### src/rtl/reset_sequencer_pkg.sv
// Shared definitions for the multi-channel reset sequencer: state encoding,
// default cycle counts and a helper for sizing the shared timer.
package reset_sequencer_pkg;

    typedef enum logic [2:0] {
        ST_HOLD      = 3'd0,
        ST_WAIT_LOCK = 3'd1,
        ST_RELEASE   = 3'd2,
        ST_RUN       = 3'd3,
        ST_FAULT     = 3'd4
    } state_t;

    localparam int DEFAULT_NUMBER_OF_CHANNELS   = 3;
    localparam int DEFAULT_POWER_ON_HOLD_CYCLES = 1000;
    localparam int DEFAULT_LOCK_TIMEOUT_CYCLES  = 500000;
    localparam int DEFAULT_STAGE_DELAY_CYCLES   = 64;
    localparam int DEFAULT_LOCK_DEBOUNCE_CYCLES = 4;
    localparam int DEFAULT_MAX_RETRIES          = 3;

    function automatic int max3(input int a, input int b, input int c);
        int m;
        m = (a > b) ? a : b;
        return (m > c) ? m : c;
    endfunction

endpackage

### src/rtl/reset_sequencer_pll_lock_synchronizer.sv
// Per-channel PLL lock conditioning: 2-flop synchronizer followed by a
// consecutive-low debounce counter that flags a lock loss while enabled.
module pll_lock_synchronizer #(
    parameter int LOCK_DEBOUNCE_CYCLES = 4
) (
    input  logic clk,
    input  logic rst,
    input  logic i_lock_raw,
    input  logic i_debounce_en,
    output logic o_locked_sync,
    output logic o_lock_lost
);

    localparam int DW = $clog2(LOCK_DEBOUNCE_CYCLES + 1);
    localparam logic [DW-1:0] LAST_LOW = DW'(LOCK_DEBOUNCE_CYCLES - 1);

    logic          r_meta;
    logic          r_sync;
    logic [DW-1:0] r_low_cnt;

    // The counter holds the number of earlier consecutive low cycles, so the
    // current low cycle completing the run is the one that raises o_lock_lost.
    always_ff @(posedge clk or posedge rst) begin
        if (rst) begin
            r_meta    <= 1'b0;
            r_sync    <= 1'b0;
            r_low_cnt <= '0;
        end else begin
            r_meta <= i_lock_raw;
            r_sync <= r_meta;
            if (!i_debounce_en || r_sync) begin
                r_low_cnt <= '0;
            end else if (r_low_cnt != LAST_LOW) begin
                r_low_cnt <= r_low_cnt + 1'b1;
            end
        end
    end

    assign o_locked_sync = r_sync;
    assign o_lock_lost   = i_debounce_en && !r_sync && (r_low_cnt == LAST_LOW);

endmodule

### src/rtl/reset_sequencer.sv
// Multi-channel reset sequencer: holds PLLs in reset, waits for lock with
// retry/fault, releases domain resets one by one and watches for lock loss.
module reset_sequencer
    import reset_sequencer_pkg::*;
#(
    parameter int NUMBER_OF_CHANNELS   = DEFAULT_NUMBER_OF_CHANNELS,
    parameter int POWER_ON_HOLD_CYCLES = DEFAULT_POWER_ON_HOLD_CYCLES,
    parameter int LOCK_TIMEOUT_CYCLES  = DEFAULT_LOCK_TIMEOUT_CYCLES,
    parameter int STAGE_DELAY_CYCLES   = DEFAULT_STAGE_DELAY_CYCLES,
    parameter int LOCK_DEBOUNCE_CYCLES = DEFAULT_LOCK_DEBOUNCE_CYCLES,
    parameter int MAX_RETRIES          = DEFAULT_MAX_RETRIES,
    parameter int COUNTER_WIDTH        = $clog2(max3(POWER_ON_HOLD_CYCLES, LOCK_TIMEOUT_CYCLES,
                                                     STAGE_DELAY_CYCLES) + 1)
) (
    input  logic                          upstream_clock,
    input  logic                          upstream_reset,
    input  logic [NUMBER_OF_CHANNELS-1:0] downstream_pll_locked,
    output logic                          pll_reset,
    output logic [NUMBER_OF_CHANNELS-1:0] downstream_reset,
    output logic                          all_ready,
    output logic                          timeout_error,
    output logic [7:0]                    lock_loss_count
);

    localparam int IDX_W   = (NUMBER_OF_CHANNELS > 1) ? $clog2(NUMBER_OF_CHANNELS) : 1;
    localparam int RETRY_W = $clog2(MAX_RETRIES + 2);

    localparam logic [COUNTER_WIDTH-1:0]      HOLD_LAST    = COUNTER_WIDTH'(POWER_ON_HOLD_CYCLES - 1);
    localparam logic [COUNTER_WIDTH-1:0]      TIMEOUT_LAST = COUNTER_WIDTH'(LOCK_TIMEOUT_CYCLES - 1);
    localparam logic [COUNTER_WIDTH-1:0]      STAGE_LAST   = COUNTER_WIDTH'(STAGE_DELAY_CYCLES - 1);
    localparam logic [IDX_W-1:0]              IDX_LAST     = IDX_W'(NUMBER_OF_CHANNELS - 1);
    localparam logic [RETRY_W-1:0]            RETRY_LIMIT  = RETRY_W'(MAX_RETRIES);
    localparam logic [NUMBER_OF_CHANNELS-1:0] CH_ONE       = NUMBER_OF_CHANNELS'(1);

    state_t                          r_state;
    logic [COUNTER_WIDTH-1:0]        r_timer;
    logic [RETRY_W-1:0]              r_retries;
    logic [IDX_W-1:0]                r_idx;
    logic                            r_pll_reset;
    logic [NUMBER_OF_CHANNELS-1:0]   r_downstream_reset;
    logic                            r_all_ready;
    logic                            r_timeout_error;
    logic [7:0]                      r_lock_loss_count;

    logic [NUMBER_OF_CHANNELS-1:0]   w_locked;
    logic [NUMBER_OF_CHANNELS-1:0]   w_lock_lost;
    logic                            w_all_locked;
    logic                            w_debounce_en;
    logic [IDX_W-1:0]                w_idx_next;

    assign w_debounce_en = (r_state == ST_RUN);
    assign w_all_locked  = &w_locked;
    assign w_idx_next    = r_idx + 1'b1;

    genvar gi;
    generate
        for (gi = 0; gi < NUMBER_OF_CHANNELS; gi++) begin : g_ch
            pll_lock_synchronizer #(
                .LOCK_DEBOUNCE_CYCLES(LOCK_DEBOUNCE_CYCLES)
            ) u_lock_sync (
                .clk           (upstream_clock),
                .rst           (upstream_reset),
                .i_lock_raw    (downstream_pll_locked[gi]),
                .i_debounce_en (w_debounce_en),
                .o_locked_sync (w_locked[gi]),
                .o_lock_lost   (w_lock_lost[gi])
            );
        end
    endgenerate

    always_ff @(posedge upstream_clock or posedge upstream_reset) begin
        if (upstream_reset) begin
            r_state            <= ST_HOLD;
            r_timer            <= '0;
            r_retries          <= '0;
            r_idx              <= '0;
            r_pll_reset        <= 1'b1;
            r_downstream_reset <= '1;
            r_all_ready        <= 1'b0;
            r_timeout_error    <= 1'b0;
            r_lock_loss_count  <= '0;
        end else begin
            case (r_state)
                ST_HOLD: begin
                    r_pll_reset        <= 1'b1;
                    r_downstream_reset <= '1;
                    r_all_ready        <= 1'b0;
                    if (r_timer == HOLD_LAST) begin
                        r_state     <= ST_WAIT_LOCK;
                        r_timer     <= '0;
                        r_pll_reset <= 1'b0;
                    end else begin
                        r_timer <= r_timer + 1'b1;
                    end
                end
                ST_WAIT_LOCK: begin
                    // Lock is checked first so it wins over a same-cycle timeout.
                    if (w_all_locked) begin
                        r_state            <= ST_RELEASE;
                        r_timer            <= '0;
                        r_idx              <= '0;
                        r_downstream_reset <= ~CH_ONE;
                    end else if (r_timer == TIMEOUT_LAST) begin
                        r_timer     <= '0;
                        r_pll_reset <= 1'b1;
                        if (r_retries < RETRY_LIMIT) begin
                            r_retries <= r_retries + 1'b1;
                            r_state   <= ST_HOLD;
                        end else begin
                            r_state         <= ST_FAULT;
                            r_timeout_error <= 1'b1;
                        end
                    end else begin
                        r_timer <= r_timer + 1'b1;
                    end
                end
                ST_RELEASE: begin
                    if (!w_all_locked) begin
                        r_state            <= ST_HOLD;
                        r_timer            <= '0;
                        r_pll_reset        <= 1'b1;
                        r_downstream_reset <= '1;
                    end else if (r_idx == IDX_LAST) begin
                        r_state     <= ST_RUN;
                        r_timer     <= '0;
                        r_retries   <= '0;
                        r_all_ready <= 1'b1;
                    end else if (r_timer == STAGE_LAST) begin
                        r_timer            <= '0;
                        r_idx              <= w_idx_next;
                        r_downstream_reset <= r_downstream_reset & ~(CH_ONE << w_idx_next);
                    end else begin
                        r_timer <= r_timer + 1'b1;
                    end
                end
                ST_RUN: begin
                    if (|w_lock_lost) begin
                        r_state            <= ST_HOLD;
                        r_timer            <= '0;
                        r_pll_reset        <= 1'b1;
                        r_downstream_reset <= '1;
                        r_all_ready        <= 1'b0;
                        if (r_lock_loss_count != 8'hFF) begin
                            r_lock_loss_count <= r_lock_loss_count + 1'b1;
                        end
                    end
                end
                ST_FAULT: begin
                    r_pll_reset        <= 1'b1;
                    r_downstream_reset <= '1;
                    r_all_ready        <= 1'b0;
                    r_timeout_error    <= 1'b1;
                end
                default: begin
                    r_state <= ST_HOLD;
                    r_timer <= '0;
                end
            endcase
        end
    end

    assign pll_reset        = r_pll_reset;
    assign downstream_reset = r_downstream_reset;
    assign all_ready        = r_all_ready;
    assign timeout_error    = r_timeout_error;
    assign lock_loss_count  = r_lock_loss_count;

endmodule
### config.mk
export PLATFORM = sky130hd
export DESIGN_NAME = reset_sequencer
export DESIGN_NICKNAME = d
export VERILOG_FILES = /design/src/rtl/reset_sequencer_pkg.sv /design/src/rtl/reset_sequencer_pll_lock_synchronizer.sv /design/src/rtl/reset_sequencer.sv
export SDC_FILE = /design/constraint.sdc
export NUM_CORES = 1
export LEC_CHECK = 0
export BUFFER_PORTS_ARGS = -buffer_cell sky130_fd_sc_hd__clkbuf_2
export CAP_MARGIN = 30
export CORE_MARGIN = 10
export CORE_UTILIZATION = 60
export CTS_BUF_LIST = sky130_fd_sc_hd__clkbuf_8
export DETAILED_ROUTE_END_ITERATION = 10
export GPL_ROUTABILITY_DRIVEN = 0
export PLACE_DENSITY_LB_ADDON = 0.15
export REMOVE_ABC_BUFFERS = 1
export SYNTH_ARGS = -nofsm -noshare
export SYNTH_HDL_FRONTEND = slang
export SYNTH_SLANG_ARGS = --single-unit
### constraint.sdc
create_clock -name upstream_clock -period 2.8 [get_ports upstream_clock]
set_input_delay 0.28 -clock upstream_clock [delete_from_list [all_inputs] [get_ports upstream_clock]]
set_output_delay 0.28 -clock upstream_clock [all_outputs]
set_load 0.02 [all_outputs]
Word level (Yosys, flattened, before mapping) --
Cells that the tools add are included.
Operators by class: add/subtract/negate cells 7, $lt $le $gt $ge 1, equal/unequal tests 31, shifts and indexed selects 1, muxes and demuxes 53, bitwise operators 3, reductions and logical operators 34
Operators with widths (number):
- 19-bit two-way mux | 7
- 19-bit one-hot mux with 5 select lines | 1
- 3-bit two-way mux | 23
- 2-bit != test (second input constant) | 12
- 5-bit AND reduction | 4
- 19-bit by 1-bit adder with 19-bit output (second input constant) | 1
- 19-bit by 10-bit equality test with 1-bit output (second input constant) | 1
- 19-bit equality test (second input constant) | 1
- 19-bit by 6-bit equality test with 1-bit output (second input constant) | 1
- 3-bit by 2-bit equality test with 1-bit output (second input constant) | 5
- 3-bit one-hot mux with 5 select lines | 1
- 3-bit by 1-bit adder with 3-bit output (second input constant) | 4
- 3-bit != test (second input constant) | 4
- 3-bit one-hot mux with 4 select lines | 1
- 1-bit two-way mux | 11
- 2-bit nonzero test | 5
- 3-bit by 2-bit != test with 1-bit output (second input constant) | 3
- 8-bit by 1-bit adder with 8-bit output (second input constant) | 1
- 2-bit two-way mux | 4
- 8-bit != test (second input constant) | 1
- 4-bit AND reduction | 2
- 1-bit logical AND | 6
- 3-bit one-hot mux with 2 select lines | 1
- 3-bit AND reduction | 2
- other kinds (23) | 28
Word-level totals: bits in registers 56, input bits 5, output and inout port bits 14, word-level logic and storage cells 148

Depth between registers and ports, before layout --
Gate-level depths: netlist (run 1).
word-level depth 8, mapped depth 8, mapped depth without buffers 7

Cells and area by module --
From an unflattened synthesis (run 1), not the netlist that was laid out.
Second synthesis, totals: cell total of the unflattened synthesis 291, area, all modules 2931.6 um^2
By module, submodules not included:
- reset_sequencer | times used 1, cells each 237, area each 2282.2 um^2, seq. area each 1031.0 um^2
- pll_lock_synchronizer | times used 3, cells each 18, area each 216.5 um^2, seq. area each 125.1 um^2

Worst setup path before layout (run 1) --
No wires, ideal clock.
kind flip-flop to flip-flop, start register r_timer[10], end register r_timer[10], setup time 0.141 ns, arrival time 2.094 ns, required time 2.659 ns, setup slack 0.565 ns, cell stages (with the launch flop) 7, buffers on the path 1, clock period less this slack 2.235 ns, cells stage by stage dfrtp_1 -> or4_4 -> or3b_1 -> o21ba_1 -> nor3_4 -> buf_6 -> a21oi_1
On the way: word-level cells in the longest chain between the ends 5, elaborated cells on any way between the ends 11, classes of those cells add/sub (1); eq/ne (3); mux (7)
Ends and longest elaborated chain:
- start: declaration | line reset_sequencer.sv:36 | logic [COUNTER_WIDTH-1:0] r_timer;
- start signal: assignment | line reset_sequencer.sv:93 | r_timer <= r_timer + 1'b1;
- start signal: assignment | line reset_sequencer.sv:114 | r_timer <= r_timer + 1'b1;
- start signal: assignment | line reset_sequencer.sv:133 | r_timer <= r_timer + 1'b1;
- 19-bit by 1-bit adder with 19-bit output / 19-bit by 6-bit equality test with 1-bit output (equally long branches)
- 19-bit two-way mux | line reset_sequencer.sv:128 | end else if (r_timer == STAGE_LAST) begin
- 19-bit two-way mux | line reset_sequencer.sv:123 | end else if (r_idx == IDX_LAST) begin
- 19-bit two-way mux | line reset_sequencer.sv:118 | if (!w_all_locked) begin
- 19-bit one-hot mux with 5 select lines * | line reset_sequencer.sv:83 | case (r_state)
Every way passes the cells marked *; elsewhere a longest branch is shown, timed or not. A chain may end at the register's enable or synchronous reset.

Worst setup path in the final report (run 1) --
start register r_timer[10], end register r_retries[0]
On the way: word-level cells in the longest chain between the ends 3
Ends and longest elaborated chain:
- 19-bit equality test | line reset_sequencer.sv:103 | end else if (r_timer == TIMEOUT_LAST) begin
- 2-bit != test (no source line)
- 6-bit AND reduction (no source line)
- end signal: assignment | line reset_sequencer.sv:107 | r_retries <= r_retries + 1'b1;
- end: declaration | line reset_sequencer.sv:37 | logic [RETRY_W-1:0] r_retries;
Every way passes these cells.

==> results of run 1 <==
==> kinds of logic after synthesis <==
logic type               share of synthesized area (%)
buffers and inverters                             3.41
adder cells (fa/ha/maj)                           5.48
AND/OR/NAND/NOR                                   22.3
AO/OA/AOI/OAI                                     11.8
flip-flops                                        47.4
multiplexers                                      1.73
XOR/XNOR                                          7.96
==> per-stage QoR <==
stage                     area (µm²)  total power [µW]  hold slack [ns]  TNS, ns  cells
final                           3290              1450           0.0663        0    384
after global routing            3290              1510           0.0489        0    384
after CTS                       3290              1460           0.0594        0    384
after detailed placement        3140               859            0.188        0    375
after global placement          3140               859            0.186        0    375
after floorplan                 2920               847            0.311    -5.14    284
==> area by class of cell <==
cell class	count	area [µm²]
Fill cell	411	1470
Clock inverter	3	63.8
Tap cell	67	83.8
Clock buffer	5	68.8
Multi-Input combinational cell	215	1470
Inverter	13	48.8
Sequential cell	56	1410
Timing Repair Buffer	25	145
==> cell usage in the layout, fill, tap and decap left out, drive strengths merged, types with 3 or more instances in the layout <==
cell type,instances
nand4b,3
and3,7
a31oi,3
nor2,13
buf,6
nand3,13
dfrtp,52
dfstp,4
xor2,21
inv,14
nand2b,4
mux2i,4
nor3,15
nand4,21
nor4b,3
ha,13
nand2,20
xnor2,6
clkbuf,23
o21ai,6
a21oi,27
==> critical path, delay by kind of cell (launching register included) <==
kind	cells	cell delay, ns
and+or+nand+nor	4	1.74
DFF	1	0.43
AOI/OAI and AO/OA	1	0.09
==> per-layer routing <==
metal	up-vias	part of all wire [%]	GRT usage (%)
li1	1120	-	-
met1	1080	47	19.3
met2	40	48	24.0
met3	7	4.0	3.41
met4	0	1.1	4.64
met5	-	0	0
==> Yosys cell counts (3+ instances only) <==
cell / n
nand2_1: 20
nor3_1: 14
and3_1: 6
o21ai_0: 6
nor4b_1: 3
xnor2_1: 6
nand2b_1: 4
nand3_1: 13
nand4b_1: 3
a21oi_2: 3
ha_1: 13
xor2_1: 21
a31oi_1: 3
clkbuf_1: 10
a21oi_1: 24
nand4_1: 21
nor2_1: 13
inv_1: 13
mux2i_1: 4
dfrtp_1: 52
dfstp_2: 4
==> worst paths after layout <==
kind	startpoint	end	slack, ns
setup / recovery	r_timer[10]	r_retries[0]	0.43
hold / removal	downstream_pll_locked[2]	g_ch[2].u_lock_sync.r_meta	0.07
setup reg to reg	r_timer[10]	r_retries[0]	0.43
hold reg to reg	g_ch[2].u_lock_sync.r_meta	g_ch[2].u_lock_sync.o_locked_sync	0.36
max in group asynchronous	upstream_reset	downstream_reset[0]	1.72
min in group asynchronous	upstream_reset	lock_loss_count[4]	0.41
==> where the power goes <==
part	leakage (µW)	total [µW]	internal (µW)	switching, µW
logic	0.000682	26.5	6.79	19.8
registers	0.000740	816	813	3.74
clock network	0.0000695	606	354	252
total	0.00149	1450	1170	276
==> state kept, by name, indices dropped and copies added (netlist names) <==
| register | cells |
|---|---|
| timeout_error | 1 |
| r_timer | 19 |
| g_ch.u_lock_sync.r_meta | 3 |
| r_state | 3 |
| g_ch.u_lock_sync.o_locked_sync | 3 |
| pll_reset | 1 |
| r_retries | 3 |
| lock_loss_count | 8 |
| r_idx | 2 |
| downstream_reset | 3 |
| all_ready | 1 |
| g_ch.u_lock_sync.r_low_cnt | 9 |
==> impl_metrics.json, run 1 <==
{
  "die_h_um": 90.3,
  "syn_area_um2": 2970,
  "maxSlewHeadroom_pct": 42.5,
  "min_path_cells": 1,
  "fin_crit_sh_pct": 84.7,
  "async_reset_ff_share_pct": 100,
  "power.density_nw_per_um2": 441,
  "synth-edff-count": 0,
  "crit_path_max_incr_delay_ns": 0.60,
  "max_freq_mhz": 422,
  "finalWorstSetupSlack_ns": 0.429,
  "finalNetCount": 334,
  "grt_pass1_wl_um": 10400,
  "worst_pin_slew_ns": 0.841,
  "cpMaxStageDelayCell": "nor4_1",
  "outcome": "complete, no violations",
  "crit_path_start_kind": "register",
  "ir_worst_vdd_mv": 0.334,
  "gr-total-overflow": 0,
  "routed_wl_um": 5750,
  "cts_root_buf": "clkbuf_8",
  "cts_buffers": 5,
  "grt_util_all_layers_pct": 14.9,
  "worstPathCellList": "or4_4 > or3b_1 > nor4_1 > nand3b_1 > o21ai_0",
  "drtIter0Drc": 103,
  "finalHoldViolCount": 0,
  "utilization_pct": 69.1,
  "wire_per_inst_um": 15.0,
  "htreeDepth": 2,
  "io_buffer_count": 18,
  "yosysTopAreaCell": "dfrtp_1",
  "ys.flop_type": "dfrtp_1",
  "ctsHoldBuffers": 1,
  "maxSlewViolCount": 0,
  "syn2layout_area_growth_pct": 10.7,
  "synth_top_cell_area_share_pct": 43.8,
  "rows": 25,
  "insertion_delay_ns": 0.31,
  "grt_pass1_vias": 2234,
  "antenna_found_initial": 0,
  "critPathMaxFanout": 6,
  "post-cts-setup-buffers": 0,
  "pin_count": 19,
  "diodes": 0,
  "vias_per_cell": 5.85,
  "drc": 0,
  "synth_area_leaders": "dfrtp_1 44%, xor2_1 6.2%, ha_1 5.5%, nand4_1 4.4%, a21oi_1 4.0%",
  "skew_ns": 0.0110,
  "cp.arrival_ns": 2.56,
  "max-cap-violations": 0,
  "drive_above_1_share_pct": 14.8,
  "drtPass1Iterations": 4,
  "ys_seq_area_share_pct": 47.4,
  "synth-seq-cells": 56,
  "grt_max_degree": 37,
  "syn_avg_cell_area_um2": 10.0,
  "hpwl_um": 4090,
  "cts_sinks": 56,
  "synth_cell_type_count": 51,
  "die_w_um": 90.3,
  "hold_path_class": "input pin to register",
  "cts_buffer_depth": 2,
  "period_minus_slack_ns": 2.37,
  "netlist_instances": 296,
  "cts_tree": "yes",
  "p_leak_uw": 0.00149,
  "yosys_warnings": 0,
  "setup_viol": 0,
  "clk_pin_slew_ns": 0.10,
  "r2r_cells": 5,
  "ant_nets": 0,
  "core_um2": 4750,
  "die_area_um2": 8160,
  "vias": 2247,
  "start_util_pct": 62.4,
  "endpoint_kind": "register",
  "preCtsSetupSlack_ns": 0.467,
  "cts_resized": 0,
  "required_ns": 2.99,
  "rsz0062_at_grt": "false",
  "path_class": "register to register"
}
Note: power is estimated with default switching activity, not from simulation.
==> inputs of run 2 (changes only) <==
Settings changed: CORE_UTILIZATION 60 to 57.
Clock period 2.8 ns to 2.1 ns, I/O delays scaled along.
==> run 2 against run 1 <==
The flow now finishes with violations (setup timing). Routed wire length up 11%. Via count increased by 6.5%. Clock-buffer cell count unchanged. Largest cell class unchanged. Utilization up 1.5 points. Clock skew is 0.0048 ns lower. Sequential share of layout area fell by 3.6 points.
==> impl_metrics.json, run 2 (same netlist as run 1, synthesis figures left out) <==
{
  "outcome": "finished with violations",
  "violations": "setup timing",
  "worst_pin_slew_ns": 0.576,
  "cts_buffers": 5,
  "cpMaxStageDelayCell": "or4_4",
  "finalWorstSetupSlack_ns": -0.0324,
  "grt_max_degree": 57,
  "rsz0062_at_grt": "true",
  "drc": 0,
  "worstPathCellList": "or4_4 > or3b_4 > o21ba_4 > nor3_4 > buf_12 > mux2i_1",
  "ant_nets": 0,
  "die_h_um": 92.2,
  "grt_pass1_vias": 2399,
  "p_sw_uw": 377,
  "syn2layout_area_growth_pct": 20.7,
  "required_ns": 2.30,
  "fillers": 393,
  "power.internal_uw": 1320,
  "power.density_nw_per_um2": 475,
  "cts_sinks": 56,
  "drtIter0Drc": 98,
  "final_common_cell": "dfrtp_1",
  "pin_count": 19,
  "rows": 26,
  "routed_wl_um": 6380,
  "antenna_found_initial": 0,
  "core_um2": 5070,
  "cp.arrival_ns": 2.33,
  "worst_path_dominant_cell_family": "simple AND/OR/NAND/NOR gates",
  "max_freq_mhz": 469,
  "switching_share_pct": 22.2,
  "grt_util_all_layers_pct": 15.9,
  "gr-total-overflow": 0,
  "crit_path_start_kind": "register",
  "comb_power_share_pct": 2.5,
  "hpwl_um": 4560,
  "pwr-share-seq_pct": 64.0,
  "power_uw": 1700,
  "drive_above_1_share_pct": 24.3,
  "cts_buffer_depth": 2,
  "preCtsSetupSlack_ns": -0.0598,
  "finalHoldViolCount": 0,
  "largest_register": "r_timer",
  "wire_per_inst_um": 15.2,
  "cts_root_buf": "clkbuf_8",
  "die_w_um": 92.2,
  "crit_buf_inv": 1,
  "ir_worst_vdd_mv": 0.370,
  "endpoint_kind": "register",
  "largest_register_ffs": 19,
  "hold_path_class": "register to register",
  "r2r_slack_ns": -0.03,
  "p_leak_uw": 0.00166,
  "whs_ns": 0.354,
  "die_area_um2": 8500,
  "diodes": 0,
  "crit_path_max_incr_delay_ns": 0.56,
  "io_buffer_count": 18,
  "start_util_pct": 58.5,
  "maxSlewHeadroom_pct": 61.4,
  "vias": 2394,
  "final_cell_mix": "52 x dfrtp_1, 34 x buf_4, 24 x a21oi_1, 21 x nand4_1, 21 x xor2_1",
  "fin_crit_sh_pct": 102,
  "htreeDepth": 2,
  "clockPowerShare_pct": 33.5,
  "skew_ns": 0.00618,
  "finalNetCount": 368,
  "period_minus_slack_ns": 2.13,
  "clk_pin_slew_ns": 0.09,
  "setup_viol": 18,
  "grt_pass1_wl_um": 11200,
  "insertion_delay_ns": 0.31,
  "vias_per_cell": 5.70,
  "critPathMaxFanout": 15,
  "cts_tree": "yes",
  "maxSlewViolCount": 0,
  "drtPass1Iterations": 4,
  "max-cap-violations": 0,
  "path_class": "register to register"
}
## run 2: changes by cell type in the layout (fill, tap and decap cells not counted), moves of 2 or more
cell           previous run  this run
buf_12                    0         3
bufinv_16                 2         0
buf_4                     6        34
dlygate4sd3_1             1         4
o21ai_0                   6         4
## run 2: through the flow
stage	cell area, µm²	util [%]	setup TNS, ns	instances
finish	3580	70.6	-0.360	420
global placement	3420	67.3	0	409
CTS	3560	70.1	-0.488	420
floorplan	2920	-	-19.13	284
detailed placement	3420	67.3	-0.739	409
global route	3580	70.6	-1.33	420
## run 2: routing by layer
metal  GRT usage (%)  vias up  share of wire, %
met1            19.6     1167                47
li1                -     1187                 -
met4            6.56        0               1.8
met3            3.42       10               2.6
met5               0        -                 0
met2            26.4       30                49
## run 2: path summary, 6_finish.rpt
kind / depth (start not counted) / startpoint / to
max: 6 / r_timer[10] / r_timer[0]
min: 0 / g_ch[1].u_lock_sync.r_meta / g_ch[1].u_lock_sync.o_locked_sync
max reg2reg: 6 / r_timer[10] / r_timer[0]
min reg2reg: 0 / g_ch[1].u_lock_sync.r_meta / g_ch[1].u_lock_sync.o_locked_sync
max in group asynchronous: 4 / upstream_reset / downstream_reset[2]
min in group asynchronous: 4 / upstream_reset / g_ch[1].u_lock_sync.r_meta
## run 2: power groups by stage
stage	logic, µW	registers [µW]	clock network (µW)
after CTS	43.6	1090	589
after floorplan	21.4	1110	0
after detailed placement	37.7	1110	0
after global routing	49.4	1090	632
final	42.4	1090	570
after global placement	37.3	1110	0
## run 2: final cells by class
class / count / area (µm²) / share of cell area [%]
clock inverter: 2 / 12.5 / 0.349
multi-input combinational: 215 / 1510 / 42.2
timing repair buffer: 59 / 445 / 12.4
clock buffer: 5 / 68.8 / 1.92
inverter: 13 / 48.8 / 1.36
sequential: 56 / 1410 / 39.2
tap: 70 / 87.6 / 2.44
## run 2: timing repair
| action | CTS | global route |
|---|---|---|
| endpoints found under the hold margin | 55 | 0 |
| resized for setup | 3 | 9 |
| hold buffers | 4 | 0 |
| endpoints found under the setup margin | 21 | 22 |
| cloned | 0 | 0 |
| setup buffers | 0 | 0 |
| pin swaps | 1 | 1 |
